[config.mk]
export PLATFORM = sky130hd
export DESIGN_NAME = mips_mc_control
export DESIGN_NICKNAME = d
export VERILOG_FILES = /design/src/rtl/mips_pkg.sv /design/src/rtl/mips_mem_wait.sv /design/src/rtl/mips_mc_control.sv
export SDC_FILE = /design/constraint.sdc
export NUM_CORES = 1
export LEC_CHECK = 0
export ABC_CLOCK_PERIOD_IN_PS = 1900
export BUFFER_PORTS_ARGS = -buffer_cell sky130_fd_sc_hd__buf_2
export CAP_MARGIN = 5
export CORE_ASPECT_RATIO = 1.75
export CORE_MARGIN = 1
export CORE_UTILIZATION = 40
export DETAILED_ROUTE_END_ITERATION = 7
export GPL_TIMING_DRIVEN = 0
export SYNTH_ARGS = -nofsm -noshare
export SYNTH_HDL_FRONTEND = slang
export SYNTH_SLANG_ARGS = --single-unit
[constraint.sdc]
create_clock -name clk -period 1.9 [get_ports clk]
set_clock_uncertainty 0.1 [all_clocks]
set_input_delay 0.095 -clock clk [delete_from_list [all_inputs] [get_ports clk]]
set_output_delay 0.095 -clock clk [all_outputs]
set_load 0.03 [all_outputs]
[src/rtl/mips_pkg.sv]
// Shared definitions for the multi-cycle MIPS controller: state encodings,
// opcode constants, datapath select encodings and the per-state control decode.
package mips_pkg;

  typedef enum logic [3:0] {
    S_FETCH  = 4'd0,
    S_DECODE = 4'd1,
    S_MEMADR = 4'd2,
    S_MEMRD  = 4'd3,
    S_MEMWB  = 4'd4,
    S_MEMWR  = 4'd5,
    S_EXEC   = 4'd6,
    S_ALUWB  = 4'd7,
    S_BRANCH = 4'd8,
    S_ADDIEX = 4'd9,
    S_ADDIWB = 4'd10,
    S_JUMP   = 4'd11
  } state_t;

  localparam logic [5:0] OP_RTYPE = 6'b000000;
  localparam logic [5:0] OP_LW    = 6'b100011;
  localparam logic [5:0] OP_SW    = 6'b101011;
  localparam logic [5:0] OP_BEQ   = 6'b000100;
  localparam logic [5:0] OP_ADDI  = 6'b001000;
  localparam logic [5:0] OP_J     = 6'b000010;

  typedef enum logic [1:0] {
    ALU_ADD   = 2'b00,
    ALU_SUB   = 2'b01,
    ALU_FUNCT = 2'b10
  } alu_op_t;

  typedef enum logic [1:0] {
    SRCB_B      = 2'b00,
    SRCB_FOUR   = 2'b01,
    SRCB_IMM    = 2'b10,
    SRCB_IMMSH2 = 2'b11
  } alu_src_b_t;

  typedef enum logic [1:0] {
    PCS_ALU    = 2'b00,
    PCS_ALUOUT = 2'b01,
    PCS_JUMP   = 2'b10
  } pc_source_t;

  typedef struct packed {
    logic       pc_write;
    logic       pc_write_cond;
    logic       i_or_d;
    logic       mem_read;
    logic       mem_write;
    logic       reg_we;
    logic       reg_dst;
    logic       mem_to_reg;
    logic       alu_src_a;
    alu_src_b_t alu_src_b;
    alu_op_t    alu_op;
    pc_source_t pc_source;
  } ctrl_t;

  // States whose exit waits on mem_ready and is guarded by the timeout counter.
  function automatic logic is_wait_state(input state_t s);
    return (s == S_FETCH) || (s == S_MEMRD) || (s == S_MEMWR);
  endfunction

  // Pure state decode; the FETCH ir_write/pc_write pulse depends on mem_ready
  // and is added by the controller itself.
  function automatic ctrl_t state_ctrl(input state_t s);
    ctrl_t c;
    c = '0;
    case (s)
      S_FETCH: begin
        c.mem_read  = 1'b1;
        c.alu_src_b = SRCB_FOUR;
      end
      S_DECODE: c.alu_src_b = SRCB_IMMSH2;
      S_MEMADR, S_ADDIEX: begin
        c.alu_src_a = 1'b1;
        c.alu_src_b = SRCB_IMM;
      end
      S_MEMRD: begin
        c.mem_read = 1'b1;
        c.i_or_d   = 1'b1;
      end
      S_MEMWB: begin
        c.reg_we     = 1'b1;
        c.mem_to_reg = 1'b1;
      end
      S_MEMWR: begin
        c.mem_write = 1'b1;
        c.i_or_d    = 1'b1;
      end
      S_EXEC: begin
        c.alu_src_a = 1'b1;
        c.alu_op    = ALU_FUNCT;
      end
      S_ALUWB: begin
        c.reg_we  = 1'b1;
        c.reg_dst = 1'b1;
      end
      S_BRANCH: begin
        c.alu_src_a     = 1'b1;
        c.alu_op        = ALU_SUB;
        c.pc_write_cond = 1'b1;
        c.pc_source     = PCS_ALUOUT;
      end
      S_ADDIWB: c.reg_we = 1'b1;
      S_JUMP: begin
        c.pc_write  = 1'b1;
        c.pc_source = PCS_JUMP;
      end
      default: c = '0;
    endcase
    return c;
  endfunction

endpackage

[src/rtl/mips_mem_wait.sv]
// Memory wait counter: counts stalled cycles in a wait state and flags a
// timeout on the stalled cycle that would bring the count to MEM_TIMEOUT.
module mips_mem_wait #(
  parameter int MEM_TIMEOUT = 255
) (
  input  logic clk,
  input  logic rst,
  input  logic i_wait,
  input  logic i_mem_ready,
  output logic o_timeout
);

  localparam logic [7:0] LIMIT = 8'(MEM_TIMEOUT - 1);

  logic [7:0] r_count;
  logic       w_stall;

  assign w_stall   = i_wait && !i_mem_ready;
  assign o_timeout = w_stall && (r_count == LIMIT);

  // Any exit (success, timeout, or not waiting) clears, so every entry starts at 0.
  always_ff @(posedge clk or negedge rst) begin
    if (!rst) begin
      r_count <= '0;
    end else if (w_stall && !o_timeout) begin
      r_count <= r_count + 8'd1;
    end else begin
      r_count <= '0;
    end
  end

endmodule

[src/rtl/mips_mc_control.sv]
// Multi-cycle MIPS control unit: Moore FSM sequencing fetch/decode/execute
// with memory-ready handshaking, timeout and sticky error flags.
module mips_mc_control
  import mips_pkg::*;
#(
  parameter int MEM_TIMEOUT = 255
) (
  input  logic       clk,
  input  logic       rst,
  input  logic [5:0] opcode,
  input  logic       mem_ready,
  output logic       pc_write,
  output logic       pc_write_cond,
  output logic       i_or_d,
  output logic       mem_read,
  output logic       mem_write,
  output logic       ir_write,
  output logic       reg_we,
  output logic       reg_dst,
  output logic       mem_to_reg,
  output logic       alu_src_a,
  output logic [1:0] alu_src_b,
  output logic [1:0] alu_op,
  output logic [1:0] pc_source,
  output logic       illegal_op,
  output logic       bus_err,
  output logic [3:0] state_dbg
);

  state_t r_state;
  logic   r_illegal_op;
  logic   r_bus_err;
  logic   w_timeout;
  logic   w_fetch_done;
  ctrl_t  w_ctrl;

  mips_mem_wait #(
    .MEM_TIMEOUT(MEM_TIMEOUT)
  ) u_mem_wait (
    .clk        (clk),
    .rst        (rst),
    .i_wait     (is_wait_state(r_state)),
    .i_mem_ready(mem_ready),
    .o_timeout  (w_timeout)
  );

  always_ff @(posedge clk or negedge rst) begin
    if (!rst) begin
      r_state      <= S_FETCH;
      r_illegal_op <= 1'b0;
      r_bus_err    <= 1'b0;
    end else if (w_timeout) begin
      r_state   <= S_FETCH;
      r_bus_err <= 1'b1;
    end else begin
      case (r_state)
        S_FETCH:  r_state <= mem_ready ? S_DECODE : S_FETCH;
        S_DECODE: begin
          case (opcode)
            OP_LW, OP_SW: r_state <= S_MEMADR;
            OP_RTYPE:     r_state <= S_EXEC;
            OP_BEQ:       r_state <= S_BRANCH;
            OP_ADDI:      r_state <= S_ADDIEX;
            OP_J:         r_state <= S_JUMP;
            default: begin
              r_state      <= S_FETCH;
              r_illegal_op <= 1'b1;
            end
          endcase
        end
        S_MEMADR: r_state <= (opcode == OP_SW) ? S_MEMWR : S_MEMRD;
        S_MEMRD:  r_state <= mem_ready ? S_MEMWB : S_MEMRD;
        S_MEMWB:  r_state <= S_FETCH;
        S_MEMWR:  r_state <= mem_ready ? S_FETCH : S_MEMWR;
        S_EXEC:   r_state <= S_ALUWB;
        S_ALUWB:  r_state <= S_FETCH;
        S_BRANCH: r_state <= S_FETCH;
        S_ADDIEX: r_state <= S_ADDIWB;
        S_ADDIWB: r_state <= S_FETCH;
        S_JUMP:   r_state <= S_FETCH;
        default:  r_state <= S_FETCH;
      endcase
    end
  end

  // rst gating keeps the fetch pulse quiet while reset holds the FSM in FETCH.
  assign w_fetch_done = (r_state == S_FETCH) && mem_ready && rst;
  assign w_ctrl       = state_ctrl(r_state);

  assign pc_write      = w_ctrl.pc_write | w_fetch_done;
  assign ir_write      = w_fetch_done;
  assign pc_write_cond = w_ctrl.pc_write_cond;
  assign i_or_d        = w_ctrl.i_or_d;
  assign mem_read      = w_ctrl.mem_read;
  assign mem_write     = w_ctrl.mem_write;
  assign reg_we        = w_ctrl.reg_we;
  assign reg_dst       = w_ctrl.reg_dst;
  assign mem_to_reg    = w_ctrl.mem_to_reg;
  assign alu_src_a     = w_ctrl.alu_src_a;
  assign alu_src_b     = w_ctrl.alu_src_b;
  assign alu_op        = w_ctrl.alu_op;
  assign pc_source     = w_ctrl.pc_source;
  assign illegal_op    = r_illegal_op;
  assign bus_err       = r_bus_err;
  assign state_dbg     = r_state;

endmodule

Yosys cells after proc, flatten, opt, wreduce, memory -nomap -nowiden
Cells that the tools add are included.

word-level totals
  register bits = 14
  input bits = 9
  output and inout port bits = 22

cells by class
  add/subtract/negate cells = 1
  eq/ne operators = 17
  multiplexer cells = 20
  bitwise gates (word level) = 3
  reductions and logical operators = 19

operators with widths
  kind                   count
  $pmux W4 S7            1
  $pmux W4 S5            1
  $eq A4 B3 Y1 const B   4
  $eq A4 B4 Y1 const B   4
  $eq A6 B6 Y1 const B   2
  $mux W1                10
  $mux W3                3
  $add A8 B1 Y8 const B  1
  $eq A4 B2 Y1 const B   2
  $eq A8 B8 Y1 const B   1
  $mux W8                1
  $pmux W2 S2            2
  $reduce_or A2 Y1       4
  $eq A6 B2 Y1 const B   1
  $eq A6 B3 Y1 const B   1
  $eq A6 B4 Y1 const B   1
  $logic_not A6 Y1       1
  $pmux W2 S3            1
  $reduce_or A6 Y1       1
  $logic_and A1 B1 Y1    5
  $eq A4 B1 Y1 const B   1
  $logic_not A4 Y1       1
  $mux W4                1
  $reduce_or A4 Y1       1
  6 further kinds        9

Longest topological paths before layout
  word-level depth = 8
  depth in mapped cells = 6
  depth with buffers taken out = 5

By module
Synthesis repeated with hierarchy kept, for this count alone.

unflattened totals
  cell total of the unflattened synthesis = 126
  area, all modules = 1,043.5 µm²

by module, submodules not included
  module           times used  cells each  area an instance (µm²)  sequential area each (µm²)
  mips_mc_control  1           86          629.4                   150.1
  mips_mem_wait    1           40          414.1                   200.2

Worst setup path after synthesis
Ideal clock, no wire load.

  kind = register to output
  from = register r_state[2] (netlist: state_dbg[2])
  to = output port alu_op[0]
  arrival time = 2.000 ns
  setup slack = -0.295 ns
  stages on the path, launching flop included = 5
  cells stage by stage = dfrtp_1 buf_4 nand2b_1 nor3_1 buf_4

on the way
  cells in the longest elaborated chain, start to end = 2
  elaborated cells between the ends (all ways) = 3
  those cells by class = eq/ne (2); mux (1)

ends and longest elaborated chain
  item                                          RTL line               RTL
  start: declaration                            mips_mc_control.sv:30  state_t r_state;
  start signal: assignment                      mips_mc_control.sv:57  S_FETCH: r_state <= mem_ready ? S_DECODE : S_FETCH;
  start signal: assignment                      mips_mc_control.sv:71  S_MEMADR: r_state <= (opcode == OP_SW) ? S_MEMWR : S_MEMRD;
  start signal: assignment                      mips_mc_control.sv:72  S_MEMRD: r_state <= mem_ready ? S_MEMWB : S_MEMRD;
  $eq A4 B4 Y1 or $eq A4 B3 Y1 (tied branches)  mips_pkg.sv:71         case (s)
  $pmux W2 S2 *                                 mips_pkg.sv:71
  end: declaration                              mips_mc_control.sv:23  output logic [1:0] alu_op,

Every way passes the cells marked *; elsewhere a longest branch is shown, timed or not.

Final worst setup path
  from = register r_state[0] (netlist: state_dbg[0])
  to = output port alu_src_b[1]

on the way
  cells in the longest elaborated chain, start to end = 3
  elaborated cells between the ends (all ways) = 6
  those cells by class = eq/ne (3); mux (1); reduce/logical (2)

ends and longest elaborated chain
  item                                          RTL line               RTL
  $eq A4 B4 Y1 or $eq A4 B2 Y1 (tied branches)  mips_pkg.sv:71
  $reduce_or A2 Y1                              mips_pkg.sv:71
  $pmux W2 S3 *                                 mips_pkg.sv:71
  end: declaration                              mips_mc_control.sv:22  output logic [1:0] alu_src_b,

Marked as above.

==> impl_metrics.csv <==
group,metric,value,unit
clock_tree,numCtsBuffers,3,
timing,setup-tns-final,0,ns
pwr,switching_share,48.74,%
place,portBuffers,29,
synth,synth_ff_type,"dfrtp_1",
critical_path,setup.worst_path.class,"reg -> out",
global_route,grt_max_degree,16,
timing,maxSlewHeadroom,63.52,%
clock_tree,clk_path_buf_depth,2,
pwr,p_sw,0.8218,mW
critical_path,worst-path-max-fanout,10,
cells_and_area,syn_to_final_growth,26.79,%
route,drt_iter0_drc,16,
synth,synth_edf_count,0,
route,drc,0,
pwr,clockPowerShare,14.0,%
clock_tree,cts_setup_buffers,0,
timing,holdWs,0.08013,ns
synth,async_flop_share,100.0,%
synth,ys_types,42,
route,firstDrtPassIters,4,
timing,min_period_over_period,94.24,%
critical_path,crit_family,"flip-flops",
critical_path,worstPathRequired,1.70,ns
place,place.gp.congestion,0.7874,
die,core-area,2492,µm²
critical_path,path_buf_inv,2,
critical_path,crit_chain,"clkbuf_8, or3_1, a21oi_1, clkbuf_4",
critical_path,timing.rr.start,"state_dbg[0]$_DFF_PN0_",
synth,synth.yosys.seq_area_share,33.33,%
synth,yosysWarningCount,0,
critical_path,critPathSlowestCell,"dfrtp_2",
synth,syn_area,1051,µm²
critical_path,critPathCaptureType,"output pin",
global_route,antenna_found_initial,0,
critical_path,slowest_delay,0.45,ns
synth,synth_commonest_cells,"18 x nor2_1, 14 x dfrtp_1, 8 x nand2b_1",
timing,rsz0062_at_grt,"no",
hold_path,min_from,"opcode[4]",
clock_tree,cts_tree,"yes",
pwr,combPwrFrac,61.7,%
die,boundaryPins,31,
hold_path,hold_class,"in -> reg",
timing,fin_crit,1.791,ns
global_route,grt_pass1_vias,903,
pwr,ir_worst_vdd,0.6137,mV
route,vias_per_cell,5.544,
cells_and_area,drive_gt1_share,38.31,%
synth,synth_fp_nets,132,
route,wl,2460,µm
run_status,outcome,"complete, no violations",
synth,syn_inst,121,
route,vias,998,
pwr,p_seq_share,24.3,%
synth,synth_seq_cells,14,
pwr,p_per_area,1265,nW/µm²
die,initial_core_util,42.17,%
cells_and_area,final_net_count,167,
global_route,grt_pass1_wl,3898,µm
synth,yosysMostFrequentCell,"nor2_1",
job,cap_viol_max_count,0,
die,die_x,40.75,µm
critical_path,cp_data_arrival_time,1.60,ns
timing,timing_hold_violations_final,0,
place,dp_hpwl,1962,µm
critical_path,start_kind,"flop",
timing,tightest_slew,0.5396,ns
clock_tree,clk_pin_slew,0.05,ns
pwr,cell_internal_pwr,0.8642,mW
synth,synth.area.top_cells,"dfrtp_1 33%, nor2_1 6.4%, nand2b_1 4.8%, xnor2_1 4.2%, nor3_1 2.9%",
route,route.antenna.remaining_nets,0,
die,die_h,69.81,µm
route,routedWlPerCell,13.67,µm
synth,synth_area_per_cell,8.686,µm²
clock_tree,cts_sinks,14,
pwr,p_leak,0.6082,nW
synth,synth_top_cell_area_share,33.33,%
timing,slew_viol_final,0,
clock_tree,root_buffer,"clkbuf_8",
clock_tree,clock_latency,0.24,ns
die,rows,24,
clock_tree,htree_levels,1,
die,die_area,2845,µm²
cells_and_area,diodes,0,
synth,synth_largest_area_cell,"dfrtp_1",
critical_path,cp-startpoint,"state_dbg[0]$_DFF_PN0_",
timing,setup_viol,0,
global_route,overflow,0,
timing,fmax,0.5585,GHz
global_route,grt_usage,19.38,%
-- worst reg2reg max path, delay by kind of cell (launching register included) --
family          cells  cell delay [ns]
flops               1             0.45
simple gates        1             0.19
compound gates      3             0.78
-- flip-flops by register name, summed over array words and instances, names as in the netlist --
name and flops:
u_mem_wait.r_count 8, bus_err 1, state_dbg 4, illegal_op 1
-- placed cells by master, fill, tap and decap left out, drive strengths merged --
cell / n
and3: 4
clkbuf: 9
nor2: 19
a31oi: 2
nand2b: 8
o21bai: 2
o41ai: 1
nand2: 5
nor3b: 3
nand3: 4
nand3b: 1
xor2: 3
o31a: 1
nand4: 1
buf: 33
a21o: 1
dlygate4sd3: 1
a311oi: 1
nor3: 6
o21ai: 4
xnor2: 5
o32a: 1
dfrtp: 14
nor2b: 1
and4: 2
nor4b: 3
or2: 2
ha: 2
or4: 1
or3: 1
a21oi: 6
inv: 3
a32oi: 1
o22ai: 2
mux2i: 1
-- through the flow --
step	util [%]	cells	total power, mW	area [µm²]	worst slack, ns
after floorplan	-	121	1.176	1074	0.01739
after global placement	50.20	176	1.417	1251	0.2487
after detailed placement	50.20	176	1.426	1251	0.2676
after CTS	52.26	180	1.669	1303	0.04657
after global routing	53.46	180	1.809	1333	0.002765
final	53.46	180	1.686	1333	0.1094
-- final cells by class --
cell class / instances / area [µm²]
Tap cell: 26 / 32.53
Sequential cell: 14 / 354.1
Multi-Input combinational cell: 94 / 646.9
Fill cell: 258 / 1160
Inverter: 3 / 11.26
Clock buffer: 3 / 41.29
Timing Repair Buffer: 30 / 165.2
Buffer: 10 / 81.33
-- repair_timing --
action / 4_1_cts / 5_1_grt
hold endpoints to repair: 14 / 0
hold buffers: 1 / 0
endpoints found under the setup margin: 0 / 4
resized for setup: 0 / 11
-- per-layer routing --
layer	vias up	routed length, µm	track usage [%]
li1	493	-	-
met1	468	923	21.13
met2	32	1408	34.74
met3	5	91	2.244
met4	0	36	6.667
met5	-	0	0
-- power by group through the flow --
stage / clock network, mW / registers [mW] / logic, mW
6_report: 0.236 / 0.410 / 1.04
2_1_floorplan: 0 / 0.448 / 0.728
3_3_place_gp: 0 / 0.409 / 1.01
3_5_place_dp: 0 / 0.410 / 1.02
5_1_grt: 0.260 / 0.418 / 1.13
4_1_cts: 0.244 / 0.404 / 1.02
-- path summary, 6_finish.rpt --
check	end	slack, ns	cells past startpoint
min reg2reg	illegal_op$_DFFE_PN0P_	0.38	2
max reg2reg	state_dbg[0]$_DFF_PN0_	0.27	4
min in group asynchronous	u_mem_wait.r_count[7]$_DFF_PN0_	0.16	2
min	illegal_op$_DFFE_PN0P_	0.08	3
max in group asynchronous	state_dbg[3]$_DFF_PN0_	1.34	2
max	alu_src_b[1]	0.11	4
-- cell families (layout without fill, tap and decap cells) --
logic type | after synthesis | in the layout | synth area share, %
simple gates | 61 | 61 | 32.98
compound gates | 22 | 22 | 15.12
flops | 14 | 14 | 33.33
buf+inv | 13 | 46 | 8.571
xor+xnor | 8 | 8 | 6.667
fa+ha+maj | 2 | 2 | 2.381
mux | 1 | 1 | 0.9524
Power figures use the tool's default switching activity.
